### src/rtl/bus_pkg.sv
// Shared types and widths for the two-master bus arbiter.
package bus_pkg;

  localparam int BUS_AW = 32;
  localparam int BUS_DW = 32;

  // IDLE: nobody owns the device port. OWNk: master k owns it until completion or timeout.
  typedef enum logic [1:0] {
    IDLE = 2'd0,
    OWN0 = 2'd1,
    OWN1 = 2'd2
  } arb_state_t;

  // One-hot owner view of the arbiter state; 00 when idle.
  function automatic logic [1:0] owner_onehot(input arb_state_t s);
    owner_onehot = {s == OWN1, s == OWN0};
  endfunction

endpackage

### src/rtl/rr_pick_2.sv
// Combinational tie-break between two requesters.
// last = 1 means h1 won most recently, so h0 is favoured on the next tie.
module rr_pick_2 (
  input  logic [1:0] req,
  input  logic       last,
  input  logic       fixed,
  output logic [1:0] pick
);

  // A lone requester always wins; a tie goes to h0 under fixed priority, else away from last.
  always_comb begin
    pick = 2'b00;
    if (req == 2'b01) begin
      pick = 2'b01;
    end else if (req == 2'b10) begin
      pick = 2'b10;
    end else if (req == 2'b11) begin
      pick = (fixed || last) ? 2'b01 : 2'b10;
    end
  end

endmodule

### src/rtl/bus_arbiter_2.sv
// Two-master arbiter in front of a single device port, with per-transaction
// ownership, round-robin or fixed-priority tie-break, and a watchdog.
//
// Handshake: a master raises hN_wen or hN_ren (wen wins if both) and holds its
// request and payload until hN_ready pulses for one cycle; hN_rdata is valid only
// in that cycle. While a master owns the port, dev_* follow it combinationally and
// dev_ready is the completion pulse. The owner returns to IDLE for at least one
// cycle between transactions.
module bus_arbiter_2
  import bus_pkg::*;
#(
  parameter bit                FIXED_PRIORITY = 1'b0,
  parameter int                TIMEOUT_CYCLES = 256,
  parameter logic [BUS_DW-1:0] ERR_RDATA      = 32'hDEADBEEF
) (
  input  logic              clk,
  input  logic              rst_n,
  input  logic [BUS_AW-1:0] h0_addr,
  input  logic [BUS_DW-1:0] h0_wdata,
  input  logic [3:0]        h0_wmask,
  input  logic              h0_wen,
  input  logic              h0_ren,
  output logic [BUS_DW-1:0] h0_rdata,
  output logic              h0_ready,
  input  logic [BUS_AW-1:0] h1_addr,
  input  logic [BUS_DW-1:0] h1_wdata,
  input  logic [3:0]        h1_wmask,
  input  logic              h1_wen,
  input  logic              h1_ren,
  output logic [BUS_DW-1:0] h1_rdata,
  output logic              h1_ready,
  output logic [BUS_AW-1:0] dev_addr,
  output logic [BUS_DW-1:0] dev_wdata,
  output logic [3:0]        dev_wmask,
  output logic              dev_wen,
  output logic              dev_ren,
  input  logic [BUS_DW-1:0] dev_rdata,
  input  logic              dev_ready,
  output logic [1:0]        grant,
  output logic              timeout_err,
  output logic [1:0]        state_dbg
);

  // Counter only needs to reach TIMEOUT_CYCLES-1; keep at least one bit when disabled.
  localparam int            CW       = (TIMEOUT_CYCLES > 0) ? $clog2(TIMEOUT_CYCLES + 1) : 1;
  localparam bit            WD_EN    = (TIMEOUT_CYCLES > 0);
  localparam logic [CW-1:0] CNT_LAST = (TIMEOUT_CYCLES > 0) ? CW'(TIMEOUT_CYCLES - 1) : '0;

  arb_state_t    state_q, state_d;
  logic          last_q, last_d;
  logic [CW-1:0] cnt_q, cnt_d;
  logic          err_q;

  logic [1:0]    req;
  logic [1:0]    pick;
  logic          busy;
  logic          sel1;
  logic          expire;
  logic          m_wen;
  logic          m_ren;
  logic [BUS_DW-1:0] owner_rdata;
  logic          owner_ready;

  assign req  = {h1_wen | h1_ren, h0_wen | h0_ren};
  assign busy = (state_q != IDLE);
  assign sel1 = (state_q == OWN1);

  // Expiry only fires when the device has not answered in the same cycle.
  assign expire = WD_EN && busy && (cnt_q == CNT_LAST) && !dev_ready;

  rr_pick_2 u_pick (
    .req  (req),
    .last (last_q),
    .fixed(FIXED_PRIORITY),
    .pick (pick)
  );

  // State, last-winner pointer, watchdog counter and sticky error register.
  always_ff @(posedge clk or negedge rst_n) begin
    if (!rst_n) begin
      state_q <= IDLE;
      last_q  <= 1'b1;
      cnt_q   <= '0;
      err_q   <= 1'b0;
    end else begin
      state_q <= state_d;
      last_q  <= last_d;
      cnt_q   <= cnt_d;
      if (expire) begin
        err_q <= 1'b1;
      end
    end
  end

  // Next-state: grant from IDLE, release to IDLE on completion or expiry.
  always_comb begin
    state_d = state_q;
    last_d  = last_q;
    cnt_d   = cnt_q;
    case (state_q)
      IDLE: begin
        if (pick[0]) begin
          state_d = OWN0;
          last_d  = 1'b0;
          cnt_d   = '0;
        end else if (pick[1]) begin
          state_d = OWN1;
          last_d  = 1'b1;
          cnt_d   = '0;
        end
      end
      OWN0, OWN1: begin
        if (cnt_q != '1) begin
          cnt_d = cnt_q + CW'(1);
        end
        if (dev_ready || expire) begin
          state_d = IDLE;
        end
      end
      default: state_d = IDLE;
    endcase
  end

  // Output muxes: owner drives the device port, device response goes back to the owner only.
  always_comb begin
    dev_addr    = '0;
    dev_wdata   = '0;
    dev_wmask   = '0;
    dev_wen     = 1'b0;
    dev_ren     = 1'b0;
    h0_rdata    = '0;
    h0_ready    = 1'b0;
    h1_rdata    = '0;
    h1_ready    = 1'b0;
    m_wen       = 1'b0;
    m_ren       = 1'b0;
    owner_rdata = '0;
    owner_ready = 1'b0;
    if (busy) begin
      dev_addr    = sel1 ? h1_addr  : h0_addr;
      dev_wdata   = sel1 ? h1_wdata : h0_wdata;
      dev_wmask   = sel1 ? h1_wmask : h0_wmask;
      m_wen       = sel1 ? h1_wen   : h0_wen;
      m_ren       = sel1 ? h1_ren   : h0_ren;
      dev_wen     = m_wen & ~expire;
      dev_ren     = m_ren & ~m_wen & ~expire;
      owner_rdata = expire ? ERR_RDATA : dev_rdata;
      owner_ready = dev_ready | expire;
      if (sel1) begin
        h1_rdata = owner_rdata;
        h1_ready = owner_ready;
      end else begin
        h0_rdata = owner_rdata;
        h0_ready = owner_ready;
      end
    end
  end

  assign grant       = owner_onehot(state_q);
  assign timeout_err = err_q;
  assign state_dbg   = state_q;

endmodule

### config.mk
export PLATFORM = sky130hd
export DESIGN_NAME = bus_arbiter_2
export DESIGN_NICKNAME = d
export VERILOG_FILES = /design/src/rtl/bus_pkg.sv /design/src/rtl/rr_pick_2.sv /design/src/rtl/bus_arbiter_2.sv
export SDC_FILE = /design/constraint.sdc
export NUM_CORES = 1
export LEC_CHECK = 0
export CORE_AREA = 2 2 123 125
export DETAILED_ROUTE_END_ITERATION = 10
export DIE_AREA = 0 0 125 127
export SKIP_LAST_GASP = 1
export SLEW_MARGIN = 20
export SYNTH_ARGS = -nofsm -noshare
export SYNTH_HDL_FRONTEND = slang
export SYNTH_SLANG_ARGS = --single-unit
### constraint.sdc
create_clock -name clk -period 5.25 [get_ports clk]
set_input_delay 0.525 -clock clk [delete_from_list [all_inputs] [get_ports clk]]
set_output_delay 0.525 -clock clk [all_outputs]
set_load 0.05 [all_outputs]
# Word-level counts from Yosys, hierarchy flattened
# Index checks and enable logic that the tools add are counted.
# word_totals
reg_bits,13
in_bits,175
out_inout_bits,141
# op_classes
add_sub_neg,1
eq_ne,10
muxes,33
bitwise,8
reduce_logical,12
# op_table
operator,count
two-way mux 32 bit,9
two-way mux 9 bit,3
one-hot mux 9 bit (2 select lines),1
two-way mux 2 bit,7
two-way mux 1 bit,10
"adder 9 x 1 -> 9 bit, second input constant",1
"== test 9 x 8 -> 1 bit, second input constant",1
"inequality test 9 bit, second input constant",1
two-way mux 4 bit,2
"== test 2 bit, second input constant",3
nonzero test 2 bit,3
"== test 2 x 1 -> 1 bit, second input constant",2
"inequality test 2 bit, second input constant",2
one-hot mux 2 bit (2 select lines),1
AND reduction 2 bit,2
AND 1 bit,3
"inequality test 3 bit, second input constant",1
OR 1 bit,3
AND reduction 3 bit,1
logical AND 1 bit,2
zero test 2 bit,1
NOT 1 bit,2
OR reduction 2 bit,1
zero test 1 bit,1
logical OR 1 bit,1

# Depth between registers and ports, before layout
# depth
word_depth,8
ltp_mapped,10

# Hierarchy
# Synthesis repeated with hierarchy kept, for this count alone.
# unflattened
cells_unflattened,345
area_unflattened_um2,2257.2
# by_module_without_submodules
mod,instances,cells_per_inst,area_each_um2
bus_arbiter_2,1,341,2234.6
rr_pick_2,1,4,22.5

# Least setup slack after synthesis
# OpenSTA, ideal clock, no wires.
# synth_timing
path_kind,reg2out
startpoint,"register state_q[0], in the netlist state_dbg[0]"
endpoint,output dev_ren
arrival_ns,2.678
slack_ns,2.047
path_stages_with_launch,8
path_cell_list,dfrtp_1 -> inv_1 -> ha_1 -> clkbuf_1 -> buf_2 -> nand2_1 -> o32a_1 -> nor3_1
# synth_via
elab_chain_len,6
# synth_rtl
item,line_no,text
"start, declared",bus_arbiter_2.sv:49,"arb_state_t state_q, state_d;"
"start signal, assigned",bus_arbiter_2.sv:86,state_q <= state_d;
== test 2 bit (*),bus_arbiter_2.sv:66,assign sel1 = (state_q == OWN1);
named net sel1,bus_arbiter_2.sv:57,logic sel1;
two-way mux 1 bit,bus_arbiter_2.sv:143,m_wen = sel1 ? h1_wen : h0_wen;
NOT 1 bit,bus_arbiter_2.sv:146,dev_ren = m_ren & ~m_wen & ~expire;
AND 1 bit (*) (2 in series),bus_arbiter_2.sv:146,
two-way mux 1 bit (*),bus_arbiter_2.sv:139,if (busy) begin
"end, declared",bus_arbiter_2.sv:36,"output logic dev_ren,"
# Mark *: on every way through the listed nets, which the timed path passes. The rest lies on a longest branch.

# Worst setup path in the final report
# layout_timing
startpoint,register cnt_q[3]
endpoint,output h1_rdata[3]
# layout_via
elab_chain_len,6
# layout_rtl
item,line_no,text
"start, declared",bus_arbiter_2.sv:51,"logic [CW-1:0] cnt_q, cnt_d;"
"start signal, assigned",bus_arbiter_2.sv:88,cnt_q <= cnt_d;
== test 9 x 8 -> 1 bit,bus_arbiter_2.sv:69,assign expire = WD_EN && busy && (cnt_q == CNT_LAST) && !dev_ready;
logical AND 1 bit (2 in series),bus_arbiter_2.sv:69,
two-way mux 32 bit,bus_arbiter_2.sv:147,owner_rdata = expire ? ERR_RDATA : dev_rdata;
two-way mux 32 bit,bus_arbiter_2.sv:149,if (sel1) begin
two-way mux 32 bit,bus_arbiter_2.sv:139,
"end, declared",bus_arbiter_2.sv:30,"output logic [BUS_DW-1:0] h1_rdata,"
# No other way between the ends.

==> impl_metrics.xml <==
<?xml version="1.0" encoding="UTF-8"?>
<metrics>
  <group name="route">
    <metric name="route.detailed.drc" unit="">0</metric>
    <metric name="route.detailed.vias_per_inst" unit="">4.31</metric>
    <metric name="route.vias.total" unit="">3546</metric>
    <metric name="first_iter_violations" unit="">99</metric>
    <metric name="route.detailed.wl_per_inst" unit="um">15.7</metric>
    <metric name="drt_wl_total" unit="um">13000</metric>
    <metric name="dr.pass1.iters" unit="">4</metric>
    <metric name="route.antenna.remaining_nets" unit="">0</metric>
  </group>
  <group name="synthesis">
    <metric name="synth_common_cells" unit="">sky130_fd_sc_hd__nor2_1 (150), sky130_fd_sc_hd__mux2i_1 (69), sky130_fd_sc_hd__and2_1 (17)</metric>
    <metric name="synth_area" unit="um2">2250</metric>
    <metric name="synth.top_cell.area_share" unit="%">30.6</metric>
    <metric name="yosysWarningCount" unit="">0</metric>
    <metric name="yosys-top-cells-area" unit="">sky130_fd_sc_hd__mux2i_1 (31%), sky130_fd_sc_hd__nor2_1 (25%), sky130_fd_sc_hd__dfrtp_1 (13%)</metric>
    <metric name="post_synth_inst_count" unit="">342</metric>
    <metric name="synth.ff_latch_count" unit="">13</metric>
    <metric name="synth_edf_count" unit="">0</metric>
    <metric name="mappedNetlistNets" unit="">523</metric>
    <metric name="netlist.top_cell.by_area" unit="">sky130_fd_sc_hd__mux2i_1</metric>
    <metric name="ys.flop_type" unit="">sky130_fd_sc_hd__dfrtp_1</metric>
    <metric name="async_flop_share" unit="%">100</metric>
    <metric name="synth.most_common_cell" unit="">sky130_fd_sc_hd__nor2_1</metric>
    <metric name="distinct_cell_type_count_of_the_synthesized_netlist" unit="">32</metric>
    <metric name="ys_seq_area_share" unit="%">14.5</metric>
    <metric name="synth.avg_cell_area" unit="um2">6.59</metric>
  </group>
  <group name="critical_path">
    <metric name="critical_path.most_common_cell" unit="">sky130_fd_sc_hd__nor2_1</metric>
    <metric name="timing.reg2reg.setup_slack" unit="ns">2.62</metric>
    <metric name="crit_path_top_delay_cell" unit="">sky130_fd_sc_hd__clkdlybuf4s50_1</metric>
    <metric name="capturing_element_type_of_the_critical_path" unit="">output port</metric>
    <metric name="crit_arrival" unit="ns">3.53</metric>
    <metric name="startpoint" unit="">cnt_q[3]$_DFFE_PN0P_</metric>
    <metric name="worst_ep_required_time" unit="ns">4.72</metric>
    <metric name="crit_type" unit="">reg2out</metric>
    <metric name="crit_path_max_fanout" unit="">26</metric>
    <metric name="crit_path_cell_trace" unit="">and3_1 -&gt; nand2_1 -&gt; nor2_1 -&gt; ha_1 -&gt; nor2b_1 -&gt; and2_1 -&gt; nor2_1 -&gt; nor2_1 -&gt; clkdlybuf4s50_1</metric>
    <metric name="critPathMaxStageDelay" unit="ns">0.83</metric>
    <metric name="timing.rr.start" unit="">state_dbg[0]$_DFFE_PN0P_</metric>
    <metric name="reg2regPathDepth" unit="">7</metric>
    <metric name="cp-start-kind" unit="">register</metric>
    <metric name="r2r_end" unit="">cnt_q[4]$_DFFE_PN0P_</metric>
  </group>
  <group name="floorplan">
    <metric name="core.rowCount" unit="">44</metric>
    <metric name="chipHeight" unit="um">127</metric>
    <metric name="floorplan.initialDensity" unit="%">15.6</metric>
    <metric name="die-area" unit="um2">15900</metric>
    <metric name="die_w" unit="um">125</metric>
    <metric name="ioPinCount" unit="">316</metric>
    <metric name="core-area" unit="um2">14400</metric>
  </group>
  <group name="final_layout">
    <metric name="fraction_of_layout_cells_with_a_size_suffix_above_1" unit="%">2.03</metric>
    <metric name="antennaDiodeCount" unit="">0</metric>
    <metric name="final_nets" unit="">821</metric>
    <metric name="final_cell_utilization_of_the_core" unit="%">39.1</metric>
    <metric name="fill_cells" unit="">1455</metric>
    <metric name="final_area" unit="um2">5650</metric>
    <metric name="area_growth" unit="%">150</metric>
  </group>
  <group name="global_route">
    <metric name="grt.total_usage" unit="%">15.1</metric>
    <metric name="largest_net_degree_at_the_start_of_global_routing" unit="">79</metric>
    <metric name="antenna_found_initial" unit="">0</metric>
    <metric name="grt_pass1_wl" unit="um">19300</metric>
    <metric name="number_of_global_route_vias_before_repair" unit="">3594</metric>
    <metric name="grt_overflow" unit="">0</metric>
  </group>
  <group name="sta">
    <metric name="rsz0062_at_grt" unit="">false</metric>
    <metric name="relSlewSlack" unit="%">38.5</metric>
    <metric name="fin_tns_setup" unit="ns">0</metric>
    <metric name="worst_slew_pin_slew" unit="ns">0.923</metric>
    <metric name="timing_hold_violations_final" unit="">0</metric>
    <metric name="finalCriticalPeriod" unit="ns">4.05</metric>
    <metric name="max_freq" unit="MHz">247</metric>
    <metric name="finish_stage_setup_viols" unit="">0</metric>
    <metric name="layout_worst_path_cycle_share" unit="%">77.2</metric>
    <metric name="slew_viol_final" unit="">0</metric>
    <metric name="clock_skew" unit="ns">0.00317</metric>
  </group>
  <group name="place">
    <metric name="post-dp-hpwl" unit="um">10800</metric>
    <metric name="gp_congestion" unit="">0.884</metric>
    <metric name="dpl-instance-area" unit="um2">5570</metric>
    <metric name="port_buffers" unit="">315</metric>
  </group>
  <group name="hold_path">
    <metric name="worstHoldPathCells" unit="">1</metric>
    <metric name="hold-path-endpoint" unit="">timeout_err$_DFFE_PN0P_</metric>
    <metric name="worst_hold_startpoint" unit="">timeout_err$_DFFE_PN0P_</metric>
    <metric name="worst_hold_path_type" unit="">reg2reg</metric>
  </group>
  <group name="power">
    <metric name="peakVddDrop" unit="mV">0.290</metric>
    <metric name="power.density_cell_area" unit="nW/um2">585</metric>
    <metric name="leakage" unit="uW">0.00217</metric>
  </group>
  <group name="clocking">
    <metric name="cts.clk_slew.worst_paths" unit="ns">0.04</metric>
    <metric name="clock_latency" unit="ns">0.24</metric>
    <metric name="max-clock-path-buffers" unit="">2</metric>
    <metric name="post_cts_resize_count" unit="">0</metric>
    <metric name="number_of_buffers_created_by_cts" unit="">3</metric>
    <metric name="clockRootBuffer" unit="">sky130_fd_sc_hd__clkbuf_16</metric>
    <metric name="cts_hold_repair.buffers" unit="">0</metric>
    <metric name="tritoncts_num_sinks" unit="">13</metric>
    <metric name="h_tree_level_count" unit="">1</metric>
    <metric name="tritoncts" unit="">built</metric>
    <metric name="postCtsSetupRepairBufs" unit="">0</metric>
  </group>
  <group name="run_status">
    <metric name="run_status" unit="">finished, final reports clean</metric>
  </group>
  <group name="flow_run">
    <metric name="timing.max_cap.violations" unit="">0</metric>
  </group>
</metrics>
## critical path: cells and delay by family (launching register included)
family	cells	cell delay, ns
adder cells (fa/ha/maj)	1	0.18
buffers and inverters	1	0.83
flip-flops	1	0.41
AND/OR/NAND/NOR	7	1.86
## sequential cells by signal (all words and copies together), names as in the netlist
| register | count |
|---|---|
| state_dbg | 2 |
| cnt_q | 9 |
| last_q | 1 |
| timeout_err | 1 |
## kinds of logic after synthesis
kind of cell / synth area share [%]
flip-flops: 14.5
AND/OR/NAND/NOR: 35.8
AO/OA/AOI/OAI: 9.21
buffers and inverters: 5.99
adder cells (fa/ha/maj): 3.33
multiplexers: 31.1
## cell type report
cell class	count	area (um2)	share of cell area [%]
Clock buffer	4	78.8	1.40
Tap cell	184	230	4.08
Sequential cell	13	327	5.78
Multi-Input combinational cell	297	1810	32.0
Inverter	7	26.3	0.465
Timing Repair Buffer	318	3180	56.3
## cells in the final DEF, fill, tap and decap left out
master                            netlist  layout
sky130_fd_sc_hd__dfrtp_1               12      12
sky130_fd_sc_hd__ha_1                   6       4
sky130_fd_sc_hd__nor2_1               150     150
sky130_fd_sc_hd__a21oi_1                8       8
sky130_fd_sc_hd__a31o_1                 2       2
sky130_fd_sc_hd__nand2b_1               3       3
sky130_fd_sc_hd__o21ai_0                5       5
sky130_fd_sc_hd__o22ai_1                3       3
sky130_fd_sc_hd__or2_2                  2       2
sky130_fd_sc_hd__nor2b_1                1       1
sky130_fd_sc_hd__and3_1                 1       1
sky130_fd_sc_hd__and2_1                17      17
sky130_fd_sc_hd__mux2_2                 1       1
sky130_fd_sc_hd__ha_4                   0       1
sky130_fd_sc_hd__a21boi_0               1       1
sky130_fd_sc_hd__clkbuf_1              15       1
sky130_fd_sc_hd__clkdlybuf4s50_1        0     315
sky130_fd_sc_hd__or3_1                  2       2
sky130_fd_sc_hd__a221oi_1               1       1
sky130_fd_sc_hd__nand3_1                2       2
sky130_fd_sc_hd__a22o_1                 6       6
sky130_fd_sc_hd__o32a_1                 1       1
sky130_fd_sc_hd__buf_4                  1       3
sky130_fd_sc_hd__clkbuf_16              0       3
sky130_fd_sc_hd__ha_2                   0       1
sky130_fd_sc_hd__o31ai_1                2       2
sky130_fd_sc_hd__a21o_1                 1       1
sky130_fd_sc_hd__dfstp_2                1       1
sky130_fd_sc_hd__inv_1                  7       7
sky130_fd_sc_hd__nand2_1                7       7
sky130_fd_sc_hd__mux2i_1               69      69
sky130_fd_sc_hd__nor3_1                 2       2
sky130_fd_sc_hd__o21ai_1                1       1
sky130_fd_sc_hd__or4_1                  2       2
sky130_fd_sc_hd__nor4_4                 1       1
## per-layer routing
layer	wire [um]	part of all wire (%)	track usage, %	up-vias
li1	-	-	-	1738
met1	4830	37	16.5	1572
met2	6480	50	27.7	212
met3	1290	9.9	4.77	24
met4	355	2.7	5.16	0
met5	0	0	0	-
## through the flow
stage / std cells / hold WS [ns] / setup slack [ns] / total power, uW
floorplan: 342 / 0.229 / 2.05 / 2170
global placement: 819 / 0.455 / 1.45 / 3160
detailed placement: 819 / 0.470 / 1.43 / 3180
CTS: 823 / 0.481 / 1.16 / 3340
global route: 823 / 0.514 / 0.830 / 3470
finish: 823 / 0.471 / 1.20 / 3310
## worst max-delay path by stage
stage / end / slack [ns] / depth (start not counted)
2_1_floorplan: dev_ren / 2.05 / 7
3_3_place_gp: h1_rdata[12] / 1.45 / 9
3_5_place_dp: h1_rdata[3] / 1.43 / 9
4_1_cts: h1_rdata[3] / 1.16 / 9
5_1_grt: h1_rdata[5] / 0.83 / 9
6_report: h1_rdata[3] / 1.20 / 9
## where the power goes
group          internal [uW]  switching (uW)
Clock                    102            41.8
Sequential               125            20.8
Combinational           1010            2010
Total                   1230            2070
Power figures use the tool's default switching activity.
